## config.mk

```make
export PLATFORM = sky130hd
export DESIGN_NAME = pc_sequencer_flat
export DESIGN_NICKNAME = d
export VERILOG_FILES = /design/src/rtl/pc_sequencer_pkg.sv /design/src/rtl/pc_sequencer_if.sv /design/src/rtl/pc_sequencer_jump_cond.sv /design/src/rtl/pc_sequencer.sv /design/src/flat_wrapper.sv
export SDC_FILE = /design/constraint.sdc
export NUM_CORES = 1
export LEC_CHECK = 0
export BUFFER_PORTS_ARGS = -buffer_cell sky130_fd_sc_hd__buf_2
export CORE_MARGIN = 1
export CORE_UTILIZATION = 38
export DETAILED_ROUTE_END_ITERATION = 8
export GPL_TIMING_DRIVEN = 0
export PLACE_DENSITY = 0.79
export SETUP_SLACK_MARGIN = 0.2
export SLEW_MARGIN = 20
export SYNTH_ARGS = -nofsm -noshare
export SYNTH_HDL_FRONTEND = slang
export SYNTH_SLANG_ARGS = --single-unit
```

## constraint.sdc

```tcl
create_clock -name clk -period 1.7 [get_ports clk]
set_input_delay 0.51 -clock clk [delete_from_list [all_inputs] [get_ports clk]]
set_output_delay 0.51 -clock clk [all_outputs]
set_load 0.05 [all_outputs]
```

## src/rtl/pc_sequencer_pkg.sv

```systemverilog
`default_nettype none
// +--------------------------------------------------------------------------+
// | Module : pc_sequencer_pkg                                                |
// | Brief  : Shared types and constants for the Hack PC fetch/execute        |
// |          sequencer: state encoding, default width, C-instruction flag    |
// |          bit, jump-field slice and the unconditional-jump code.          |
// | Rev    : 1.0  initial release                                            |
// +--------------------------------------------------------------------------+
package pc_sequencer_pkg;

  localparam int         c_width_def  = 16;
  localparam int         c_cinstr_bit = 15;   // 1 = C-instruction, 0 = A-instruction
  localparam int         c_jf_msb     = 2;    // jump field is instr[2:0]
  localparam int         c_jf_lsb     = 0;
  localparam logic [2:0] c_jmp        = 3'b111;

  typedef enum logic [2:0] {
    ST_RST    = 3'd0,
    ST_FETCH  = 3'd1,
    ST_EXEC   = 3'd2,
    ST_UPDATE = 3'd3,
    ST_HALT   = 3'd4
  } state_t;

endpackage
`default_nettype wire

```

## src/rtl/pc_sequencer_if.sv

```systemverilog
`default_nettype none
// +--------------------------------------------------------------------------+
// | Module : pc_sequencer_if                                                 |
// | Brief  : Bundle of ROM fetch handshake, ALU flags and PC control lines   |
// |          around the sequencer. master = sequencer, slave = environment.  |
// | Rev    : 1.0  initial release                                            |
// +--------------------------------------------------------------------------+
interface pc_sequencer_if
  import pc_sequencer_pkg::*;
#(
  parameter int WIDTH = c_width_def
);

  logic [WIDTH-1:0] pc;
  logic             instr_req;
  logic             instr_ack;
  logic [WIDTH-1:0] instr;
  logic [WIDTH-1:0] a_reg;
  logic             zr;
  logic             ng;
  logic             stall;
  logic [WIDTH-1:0] ir;
  logic             ir_valid;
  logic             pc_reset;
  logic             pc_load;
  logic             pc_inc;
  logic [WIDTH-1:0] pc_in;
  logic             halted;

  modport master (
    input  pc, instr_ack, instr, a_reg, zr, ng, stall,
    output instr_req, ir, ir_valid, pc_reset, pc_load, pc_inc, pc_in, halted
  );

  modport slave (
    output pc, instr_ack, instr, a_reg, zr, ng, stall,
    input  instr_req, ir, ir_valid, pc_reset, pc_load, pc_inc, pc_in, halted
  );

endinterface
`default_nettype wire

```

## src/rtl/pc_sequencer_jump_cond.sv

```systemverilog
`default_nettype none
// +--------------------------------------------------------------------------+
// | Module : pc_sequencer_jump_cond                                          |
// | Brief  : Combinational Hack jump decode from the instruction type bit,   |
// |          the 3-bit jump field and the ALU zr/ng flags.                   |
// | Rev    : 1.0  initial release                                            |
// +--------------------------------------------------------------------------+
module pc_sequencer_jump_cond
  import pc_sequencer_pkg::*;
(
  input  logic       i_cinstr,
  input  logic [2:0] i_jfield,
  input  logic       i_zr,
  input  logic       i_ng,
  output logic       o_jump
);

  // A-instructions never jump; C-instructions test lt/eq/gt against the flags.
  // zr=ng=1 is not special-cased: it simply decodes through the same terms.
  always_comb begin
    o_jump = 1'b0;
    if (i_cinstr) begin
      if (i_jfield == c_jmp) begin
        o_jump = 1'b1;
      end else begin
        o_jump = (i_jfield[2] & i_ng) |
                 (i_jfield[1] & i_zr) |
                 (i_jfield[0] & ~i_ng & ~i_zr);
      end
    end
  end

endmodule
`default_nettype wire

```

## src/rtl/pc_sequencer.sv

```systemverilog
`default_nettype none
// +--------------------------------------------------------------------------+
// | Module : pc_sequencer                                                    |
// | Brief  : Hack program-counter fetch/execute sequencer. Fetches over a    |
// |          req/ack handshake, resolves the jump from ALU flags and issues  |
// |          exactly one pc_load or pc_inc pulse per instruction.            |
// | Config : HALT_DETECT_EN - when defined, a taken jump to the current PC   |
// |          parks the sequencer in HALT (halted=1) until reset.             |
// | Rev    : 1.0  initial release                                            |
// +--------------------------------------------------------------------------+
module pc_sequencer
  import pc_sequencer_pkg::*;
#(
  parameter int WIDTH        = c_width_def,
  parameter int RESET_CYCLES = 1
)(
  input  logic                 clk,
  input  logic                 reset,      // asynchronous, active low
  pc_sequencer_if.master       bus
);

  localparam int                 c_cnt_w    = $clog2(RESET_CYCLES + 1) + 1;
  localparam logic [c_cnt_w-1:0] c_rst_last = c_cnt_w'(RESET_CYCLES);

  state_t             r_state;
  state_t             w_next;
  logic [c_cnt_w-1:0] r_cnt;
  logic [WIDTH-1:0]   r_ir;
  logic               r_jump;
  logic               w_jump;

  pc_sequencer_jump_cond u_jump_cond (
    .i_cinstr (r_ir[c_cinstr_bit]),
    .i_jfield (r_ir[c_jf_msb:c_jf_lsb]),
    .i_zr     (bus.zr),
    .i_ng     (bus.ng),
    .o_jump   (w_jump)
  );

  // State register; reset forces RST immediately so fetch requests drop at once.
  always_ff @(posedge clk or negedge reset) begin
    if (!reset) r_state <= ST_RST;
    else        r_state <= w_next;
  end

  // Post-reset hold counter: pc_reset is driven while the count is 1..RESET_CYCLES.
  always_ff @(posedge clk or negedge reset) begin
    if (!reset) begin
      r_cnt <= '0;
    end else if (r_state == ST_RST && r_cnt != c_rst_last) begin
      r_cnt <= r_cnt + 1'b1;
    end
  end

  // Instruction capture on the accepted fetch, jump decision frozen leaving EXEC.
  always_ff @(posedge clk or negedge reset) begin
    if (!reset) begin
      r_ir   <= '0;
      r_jump <= 1'b0;
    end else begin
      if (r_state == ST_FETCH && bus.instr_ack) r_ir <= bus.instr;
      if (r_state == ST_EXEC && !bus.stall)     r_jump <= w_jump;
    end
  end

  // Next-state and Moore outputs; PC controls are mutually exclusive by state.
  always_comb begin
    w_next        = r_state;
    bus.instr_req = 1'b0;
    bus.ir_valid  = 1'b0;
    bus.pc_reset  = 1'b0;
    bus.pc_load   = 1'b0;
    bus.pc_inc    = 1'b0;
    bus.halted    = 1'b0;
    case (r_state)
      ST_RST: begin
        bus.pc_reset = (r_cnt != '0);
        if (r_cnt == c_rst_last) w_next = ST_FETCH;
      end
      ST_FETCH: begin
        bus.instr_req = 1'b1;
        if (bus.instr_ack) w_next = ST_EXEC;
      end
      ST_EXEC: begin
        bus.ir_valid = 1'b1;
        if (!bus.stall) w_next = ST_UPDATE;
      end
      ST_UPDATE: begin
`ifdef HALT_DETECT_EN
        if (r_jump && (bus.a_reg == bus.pc)) begin
          w_next = ST_HALT;
        end else begin
          bus.pc_load = r_jump;
          bus.pc_inc  = ~r_jump;
          w_next      = ST_FETCH;
        end
`else
        bus.pc_load = r_jump;
        bus.pc_inc  = ~r_jump;
        w_next      = ST_FETCH;
`endif
      end
`ifdef HALT_DETECT_EN
      ST_HALT: begin
        bus.halted = 1'b1;
      end
`endif
      default: begin
        w_next = ST_RST;
      end
    endcase
  end

  assign bus.ir    = r_ir;
  assign bus.pc_in = bus.a_reg;

endmodule
`default_nettype wire

```

## src/flat_wrapper.sv

```systemverilog
// flat-port wrapper written by rule: the top's interface ports become plain ports
module pc_sequencer_flat import pc_sequencer_pkg::*;
#(
  parameter int WIDTH        = c_width_def,
  parameter int RESET_CYCLES = 1
)
  (clk, reset, bus_pc, bus_instr_ack, bus_instr, bus_a_reg, bus_zr, bus_ng, bus_stall, bus_instr_req, bus_ir, bus_ir_valid, bus_pc_reset, bus_pc_load, bus_pc_inc, bus_pc_in, bus_halted);
  pc_sequencer_if #(.WIDTH(WIDTH)) bus_i ();
  input  logic clk;
  input  logic reset;
  input wire logic [$bits(bus_i.pc)-1:0] bus_pc;
  input wire logic [$bits(bus_i.instr_ack)-1:0] bus_instr_ack;
  input wire logic [$bits(bus_i.instr)-1:0] bus_instr;
  input wire logic [$bits(bus_i.a_reg)-1:0] bus_a_reg;
  input wire logic [$bits(bus_i.zr)-1:0] bus_zr;
  input wire logic [$bits(bus_i.ng)-1:0] bus_ng;
  input wire logic [$bits(bus_i.stall)-1:0] bus_stall;
  output wire logic [$bits(bus_i.instr_req)-1:0] bus_instr_req;
  output wire logic [$bits(bus_i.ir)-1:0] bus_ir;
  output wire logic [$bits(bus_i.ir_valid)-1:0] bus_ir_valid;
  output wire logic [$bits(bus_i.pc_reset)-1:0] bus_pc_reset;
  output wire logic [$bits(bus_i.pc_load)-1:0] bus_pc_load;
  output wire logic [$bits(bus_i.pc_inc)-1:0] bus_pc_inc;
  output wire logic [$bits(bus_i.pc_in)-1:0] bus_pc_in;
  output wire logic [$bits(bus_i.halted)-1:0] bus_halted;
  assign bus_i.pc = bus_pc;
  assign bus_i.instr_ack = bus_instr_ack;
  assign bus_i.instr = bus_instr;
  assign bus_i.a_reg = bus_a_reg;
  assign bus_i.zr = bus_zr;
  assign bus_i.ng = bus_ng;
  assign bus_i.stall = bus_stall;
  assign bus_instr_req = bus_i.instr_req;
  assign bus_ir = bus_i.ir;
  assign bus_ir_valid = bus_i.ir_valid;
  assign bus_pc_reset = bus_i.pc_reset;
  assign bus_pc_load = bus_i.pc_load;
  assign bus_pc_inc = bus_i.pc_inc;
  assign bus_pc_in = bus_i.pc_in;
  assign bus_halted = bus_i.halted;
  pc_sequencer #(.WIDTH(WIDTH), .RESET_CYCLES(RESET_CYCLES)) u_core (.clk(clk), .reset(reset), .bus(bus_i));
endmodule
```

==> qor.yml, run 1 <==
clk_latency_ns: 0.30
synthCells: 85
vias: 851
status: "finished, violations left"
startpoint_type: "register"
cts-root-buf: "clkbuf_4"
grt.busiest_layer: "met2"
nFillCells: 233
wl_per_cell_um: 11.9
placed_cells: 174
drt_iter0_markers: 2
rsz0062_at_grt: "true"
r2r_setup_slack_ns: 0.20
critPathArrivalTime_ns: 1.27
drcViolationCount: 0
clock-sinks: 21
crit_type: "register to output port"
syn-cell-area_sq_mm: 0.00112
ir_drop_v: 0.00171
yosysUniqueCellTypes: 20
yosys_warnings: 0
hpwl_um: 1690
antennaDiodeCount: 0
vias_per_cell: 4.53
skew_ns: 0.00478
synthesis.nets: 145
antenna_found_initial: 0
die-area_sq_mm: 0.00317
fin_setup_tns_ns: -0.278
initial_core_util_pct: 40.4
cts-buffers-inserted: 3
area_delta_synth_final_pct: 48.4
crit_slowest_cell: "dfrtp_1"
grt_util_met3_pct: 2.30
ys_top_cells_by_area: "dfrtp_1 47%, mux2_4 13%, buf_4 12%"
crit_chain: "inv_2, ha_4, nor2b_4, buf_6"
drv_cap: 0
grt_util_met1_pct: 14.4
instances_no_fill: 188
final-seq-area_sq_um: 526
cp-end-kind: "output port"
multiInputGateArea_sq_um: 455
grt-ovfl-total: 0
io_buffers: 58
fp.coreArea_sq_mm: 0.00278
io_pins: 92
finalWorstSetupSlack_ns: -0.0760
fmax_mhz: 563
ys_seq_area_share_pct: 46.8
finalWirelength_um: 2240
hold_class: "primary input to async pin"
drive_above_1_share_pct: 75.2
grt_pass1_wl_um: 3460
power_mw: 3.59
cp_max_fo: 4
p_leak_nw: 0.906
powerDensity_mw_per_mm2: 2150
antenna_left: 0
tritoncts: "done"
layout.nets: 218
grt_max_degree: 22
yosysTopAreaCellShare_pct: 46.8
hold_viol: 0
die_h_um: 56.3
crit_required_ns: 1.19
avgSynthCellArea_sq_um: 13.2
ys_ff_latch: 21
clkSlewWorstSetupHoldPaths_ns: 0.12
violations: "setup timing"
grt.met2_usage_pct: 27.0
fin_crit_ns: 1.78
num_rows: 19
max_stage_delay_ns: 0.44
dpl_worst_slack_ns: 0.119
h-tree-depth: 1
slew_violations: 0
place_congestion: 0.685
finalSetupViolCount: 5
grt_use_total_pct: 13.9
period_share_pct: 104
postCtsHoldBufs: 0
die_x_um: 56.3
clockBufferDepth: 2
first_global_vias: 850
first_pass_iters: 2
synth_area_leader_cell: "dfrtp_1"
[final cells by class]
cell class | instances | share of cell area [%]
Sequential cell | 21 | 31.6
Timing Repair Buffer | 68 | 26.4
Inverter | 5 | 1.13
Buffer | 19 | 9.54
Multi-Input combinational cell | 40 | 27.3
Clock inverter | 1 | 0.301
Clock buffer | 3 | 1.35
Tap cell | 31 | 2.33
[cell usage in the layout, fill, tap and decap left out, drive strengths merged]
cell and count:
nor3b 1, nand2 2, nand3b 1, inv 5
ha 6, nand3 1, xnor2 1, nor2b 2
mux2i 1, clkbuf 9, and2 1, buf 81
mux2 18, o21ai 2, dfrtp 21, clkinv 1
conb 1, nand2b 2, a221oi 1
[kinds of logic (layout without fill, tap and decap cells)]
group	Yosys count	after routing	synth area share, %
AO/OA/AOI/OAI	3	3	1.67
AND/OR/NAND/NOR	10	10	5.91
XOR/XNOR	1	1	0.781
other	1	1	0.334
adder cells (fa/ha/maj)	6	6	6.69
multiplexers	19	19	22.3
flip-flops	21	21	46.8
buffers and inverters	24	96	15.5
[where the power goes]
| group | internal, mW | switching [mW] |
|---|---|---|
| clock network | 0.0875 | 0.147 |
| logic | 0.987 | 1.45 |
| registers | 0.756 | 0.162 |
[state kept, by name (all words and copies together), names as in the netlist]
register        count
u_core.bus.ir      16
u_core.r_cnt        2
u_core.r_jump       1
u_core.r_state      2
[worst paths after layout]
| kind | startpoint | to | cells after the start |
|---|---|---|---|
| max in group asynchronous | reset | u_core.bus.ir[8]$_DFFE_PN0P_ | 1 |
| setup reg to reg | u_core.r_state[0]$_DFFE_PN0P_ | u_core.bus.ir[9]$_DFFE_PN0P_ | 5 |
| min in group clk | bus_instr[15] | u_core.bus.ir[15]$_DFFE_PN0P_ | 2 |
| hold reg to reg | u_core.bus.ir[14]$_DFFE_PN0P_ | u_core.bus.ir[14]$_DFFE_PN0P_ | 1 |
| setup / recovery | u_core.r_state[1]$_DFFE_PN0P_ | bus_pc_reset | 4 |
| hold / removal | reset | u_core.bus.ir[7]$_DFFE_PN0P_ | 1 |
[timing repair]
item,4_1_cts,5_1_grt
setup buffers,4,5
resized for setup,21,5
cloned,0,1
endpoints found under the setup margin,6,22
endpoints found under the hold margin,0,0
pin swaps,0,1
[through the flow]
step,utilization [%],hold WS [ns],instance area (sq um)
2_1_floorplan,-,0.214,1130
3_3_place_gp,52.5,0.477,1460
3_5_place_dp,52.5,0.488,1460
4_1_cts,57.2,0.153,1590
5_1_grt,59.9,0.160,1670
6_report,59.9,0.149,1670
[cell usage after synthesis (all sizes together)]
master,count
o21ai,2
and2,1
nor3b,1
nand2,2
a221oi,1
nand3,1
mux2,18
nand2b,2
mux2i,1
ha,6
nand3b,1
conb,1
buf,19
inv,5
dfrtp,21
xnor2,1
nor2b,2
[worst max-delay path: cells and delay by family (launching register included)]
| kind | cells | cell delay, ns |
|---|---|---|
| adder cells (fa/ha/maj) | 1 | 0.14 |
| buffers and inverters | 2 | 0.26 |
| flip-flops | 1 | 0.44 |
| AND/OR/NAND/NOR | 1 | 0.13 |
[metal layers]
layer  vias to the layer above  part of all wire [%]
met4                         0                     0
met3                         0                   9.2
met5                         -                     0
met2                        56                    53
li1                        401                     -
met1                       394                    38
Note: power is estimated with default switching activity, not from simulation.
==> run 2, diff against run 1 <==
CORE_MARGIN = 3   (was 1)
==> run 2 against run 1 <==
The flow still finishes with violations (setup timing). Utilization decreased by 0.36 points. Global-route usage shrank 1.3 points. Non-clock buffer count down 2. Clock-buffer cell count unchanged. Worst hold slack lost 0.0030 ns. Routed wire length grew 5.6%. Die area rose by 15%. Highest routed layer unchanged.
==> qor.yml, run 2 (synthesized netlist as in run 1, its figures left out) <==
status: "finished, violations left"
violations: "setup timing"
p_comb_share_pct: 67.8
whs_ns: 0.146
drt_iter0_markers: 10
reg2reg_depth: 5
antenna_found_initial: 0
hold_class: "primary input to async pin"
h-tree-depth: 1
cpLargestDelayFamily: "flip-flops"
clock-sinks: 21
grt_max_degree: 22
wl_per_cell_um: 12.7
worstSetupPathDepth: 4
hpwl_um: 1790
num_rows: 19
max_stage_delay_ns: 0.45
placed_cells: 174
vias: 858
crit_chain: "inv_2, ha_4, nor2b_4, buf_6"
die_h_um: 60.3
cts-buffers-inserted: 3
startpoint_type: "register"
finalSetupViolCount: 5
skew_ns: 0.00370
grt_pass1_wl_um: 3420
switchingPower_mw: 1.75
crit_slowest_cell: "dfrtp_2"
drcViolationCount: 0
p_leak_nw: 0.895
rsz0062_at_grt: "true"
final_common_cell: "buf_2"
io_pins: 92
r2r-start: "u_core.r_state[0]$_DFFE_PN0P_"
mostFrequentLayoutCells: "45 x buf_2, 24 x buf_4, 20 x dfrtp_1, 10 x mux2_4, 10 x clkbuf_4"
powerDensity_mw_per_mm2: 2170
fin_crit_ns: 1.78
crit_type: "register to output port"
antennaDiodeCount: 0
place_congestion: 0.667
clkSlewWorstSetupHoldPaths_ns: 0.11
layout.nets: 216
internal_power_mw: 1.84
critPathArrivalTime_ns: 1.27
crit_required_ns: 1.19
nFillCells: 231
finalWirelength_um: 2360
cp-end-kind: "output port"
first_pass_iters: 4
die-area_sq_mm: 0.00364
antenna_left: 0
grt-ovfl-total: 0
period_share_pct: 105
hold_viol: 0
cp_max_fo: 4
drv_cap: 0
ir_drop_v: 0.00166
crit_buf_inv: 2
clockBufferDepth: 2
cts-root-buf: "clkbuf_4"
fmax_mhz: 560
vias_per_cell: 4.61
tritoncts: "done"
drive_above_1_share_pct: 76.1
clkPwrFrac_pct: 6.4
largest_reg_flops: 16
fin_setup_tns_ns: -0.284
first_global_vias: 766
fp.coreArea_sq_mm: 0.00278
p_sw_share_pct: 48.9
area_delta_synth_final_pct: 47.5
clk_latency_ns: 0.29
r2r_setup_slack_ns: 0.19
grt_use_total_pct: 12.6
r2r_end: "u_core.bus.ir[10]$_DFFE_PN0P_"
instances_no_fill: 186
io_buffers: 58
p_seq_share_pct: 25.8
power_mw: 3.59
die_x_um: 60.3
finalWorstSetupSlack_ns: -0.0843
initial_core_util_pct: 40.4
slew_violations: 0
postCtsHoldBufs: 0
==> run 2: cell types whose count changed in the layout (fill, tap and decap cells not counted) <==
cell | previous run | this run
dfrtp_2 | 0 | 1
buf_4 | 26 | 24
dfrtp_1 | 21 | 20
clkbuf_4 | 8 | 10
buf_2 | 47 | 45
ha_2 | 2 | 3
buf_6 | 5 | 6
ha_1 | 3 | 2
buf_8 | 2 | 1
==> run 2: layer usage <==
| metal | vias up | wire length [um] | global-route usage [%] |
|---|---|---|---|
| met5 | - | 0 | 0 |
| met3 | 0 | 365 | 2.13 |
| met4 | 0 | 0 | 4.75 |
| met1 | 394 | 879 | 15.2 |
| li1 | 401 | - | - |
| met2 | 63 | 1120 | 22.4 |
==> run 2: layout make-up <==
class                           count  area, sq um  area share (%)
Tap cell                           31         38.8            2.34
Multi-Input combinational cell     40          458            27.7
Timing Repair Buffer               66          427            25.8
Clock buffer                        3         22.5            1.36
Inverter                            5         18.8            1.13
Sequential cell                    21          527            31.8
Buffer                             19          159            9.60
Clock inverter                      1         5.00           0.302
==> run 2: how the worst max path moves through the flow <==
stage	from	end	slack, ns
2_1_floorplan	u_core.r_state[0]$_DFFE_PN0P_	bus_pc_reset	0.1
3_3_place_gp	u_core.r_state[0]$_DFFE_PN0P_	bus_pc_reset	0.13
3_5_place_dp	u_core.r_state[0]$_DFFE_PN0P_	bus_pc_reset	0.09
4_1_cts	u_core.r_state[0]$_DFFE_PN0P_	bus_pc_reset	-0.09
5_1_grt	u_core.r_state[1]$_DFFE_PN0P_	bus_pc_reset	-0.15
6_report	u_core.r_state[1]$_DFFE_PN0P_	bus_pc_reset	-0.08
==> run 2: power groups by stage <==
stage	logic, mW	clock network [mW]	registers, mW
2_1_floorplan	1.03	0	1.55
3_3_place_gp	2.03	0	0.910
3_5_place_dp	2.09	0	0.926
4_1_cts	2.34	0.245	0.915
5_1_grt	2.57	0.265	0.960
6_report	2.44	0.231	0.925
==> run 2: timing repair <==
item	CTS	global route
gates cloned	0	1
setup endpoints to repair	6	24
pin swaps	0	2
buffers inserted	5	2
endpoints found under the hold margin	0	0
resized for setup	20	9
==> run 2: stage by stage <==
stage                     area [sq um]  setup WS (ns)  util, %
after floorplan                   1130         0.0971        -
after global placement            1460          0.135     52.5
after detailed placement          1460         0.0935     52.5
after CTS                         1590        -0.0892     57.3
after global routing              1660         -0.145     59.5
final                             1660        -0.0843     59.5
==> run 3, diff against run 2 <==
REMOVE_ABC_BUFFERS = 1   (was not set)
==> run 3 against run 2 <==
Highest routed layer is now met4. Total power shrank 8.5%. Design area down 19%. The flow still finishes with violations (setup timing). Clock power grew 2%.
==> qor.yml, run 3 (synthesized netlist as in run 1, its figures left out) <==
vias: 710
crit_required_ns: 1.19
die_h_um: 60.3
mostFrequentLayoutCells: "31 x buf_2, 21 x dfrtp_1, 10 x mux2_4, 9 x clkbuf_4, 8 x mux2_2"
final-seq-area_sq_um: 526
clk_latency_ns: 0.30
fin_setup_tns_ns: -0.265
finish.utilization_pct: 48.4
antennaDiodeCount: 0
finalSetupViolCount: 5
cts-buffers-inserted: 3
clock-sinks: 21
io_buffers: 42
multiInputGateArea_sq_um: 453
powerDensity_mw_per_mm2: 2440
fin_area_sq_mm: 0.00135
startpoint: "u_core.r_state[1]$_DFFE_PN0P_"
antenna_found_initial: 0
slew_violations: 0
violations: "setup timing"
placed_cell_area_sq_mm: 0.00122
whs_ns: 0.138
startpoint_type: "register"
io_pins: 92
cp_max_fo: 4
reg2reg_depth: 4
r2r-start: "u_core.r_state[0]$_DFFE_PN0P_"
grt_max_degree: 22
first_global_vias: 797
hpwl_um: 1960
h-tree-depth: 1
crit_type: "register to output port"
ir_drop_v: 0.00151
finalWorstSetupSlack_ns: -0.0682
skew_ns: 0.00142
drcViolationCount: 0
fp.coreArea_sq_mm: 0.00278
placed_cells: 139
cp-end-kind: "output port"
period_share_pct: 104
grt_use_total_pct: 14.9
drv_cap: 0
layout.nets: 176
grt-ovfl-total: 0
wl_per_cell_um: 16.6
critPathArrivalTime_ns: 1.26
r2r_end: "u_core.bus.ir[0]$_DFFE_PN0P_"
grt_pass1_wl_um: 3860
power_mw: 3.29
dpl_worst_slack_ns: 0.123
p_leak_nw: 0.703
cpLargestDelayFamily: "flip-flops"
first_pass_iters: 3
clockBufferDepth: 2
place_congestion: 0.663
area_delta_synth_final_pct: 20.0
crit_chain: "inv_2, ha_4, nor2b_4, buf_8"
rsz0062_at_grt: "true"
drive_above_1_share_pct: 65.2
antenna_left: 0
status: "finished, violations left"
fin_crit_ns: 1.77
r2r_setup_slack_ns: 0.22
initial_core_util_pct: 40.4
clkSlewWorstSetupHoldPaths_ns: 0.11
hold_viol: 0
hold_class: "primary input to async pin"
nFillCells: 240
vias_per_cell: 4.86
cts-root-buf: "clkbuf_4"
tritoncts: "done"
instances_no_fill: 146
fmax_mhz: 566
die-area_sq_mm: 0.00364
finalWirelength_um: 2420
num_rows: 19
largest_reg_flops: 16
crit_buf_inv: 2
max_stage_delay_ns: 0.44
final_common_cell: "buf_2"
crit_slowest_cell: "dfrtp_1"
drt_iter0_markers: 5
die_x_um: 60.3
==> run 3: cell count changes in the layout (fill, tap and decap cells not counted), moves of 2 or more <==
cell and change:
buf_2 -14, buf_4 -21, buf_6 -2, ha_1 +2, ha_2 -2
==> run 3: worst max path at each step <==
stage                     slack, ns           end  depth (start not counted)
after floorplan               -0.15  bus_pc_reset                          3
after global placement          0.1  bus_pc_reset                          4
after detailed placement       0.12  bus_pc_reset                          4
after CTS                     -0.08  bus_pc_reset                          4
after global routing          -0.14  bus_pc_reset                          4
final                         -0.07  bus_pc_reset                          4
==> run 3: cell type report <==
type / instances / share of cell area (%)
Clock buffer: 3 / 1.67
Clock inverter: 1 / 0.372
Inverter: 5 / 1.39
Multi-Input combinational cell: 40 / 33.6
Sequential cell: 21 / 39.0
Tap cell: 31 / 2.88
Timing Repair Buffer: 45 / 21.0
==> run 3: report_power, final <==
| part | switching, mW | internal (mW) |
|---|---|---|
| clock | 0.147 | 0.0878 |
| combinational | 1.32 | 0.805 |
| sequential | 0.166 | 0.756 |
==> run 3: what timing repair did <==
action,CTS,global route
buffers inserted,2,1
gates resized for setup,18,8
endpoints found under the setup margin,5,12
hold buffers,0,0
==> run 3: routing by layer <==
| layer | vias to the layer above | share of wire [%] | global-route usage [%] |
|---|---|---|---|
| met3 | 4 | 16 | 9.57 |
| met5 | - | 0 | 7.14 |
| met1 | 330 | 42 | 18.5 |
| met4 | 0 | 1.7 | 5.70 |
| li1 | 321 | - | - |
| met2 | 55 | 40 | 19.9 |
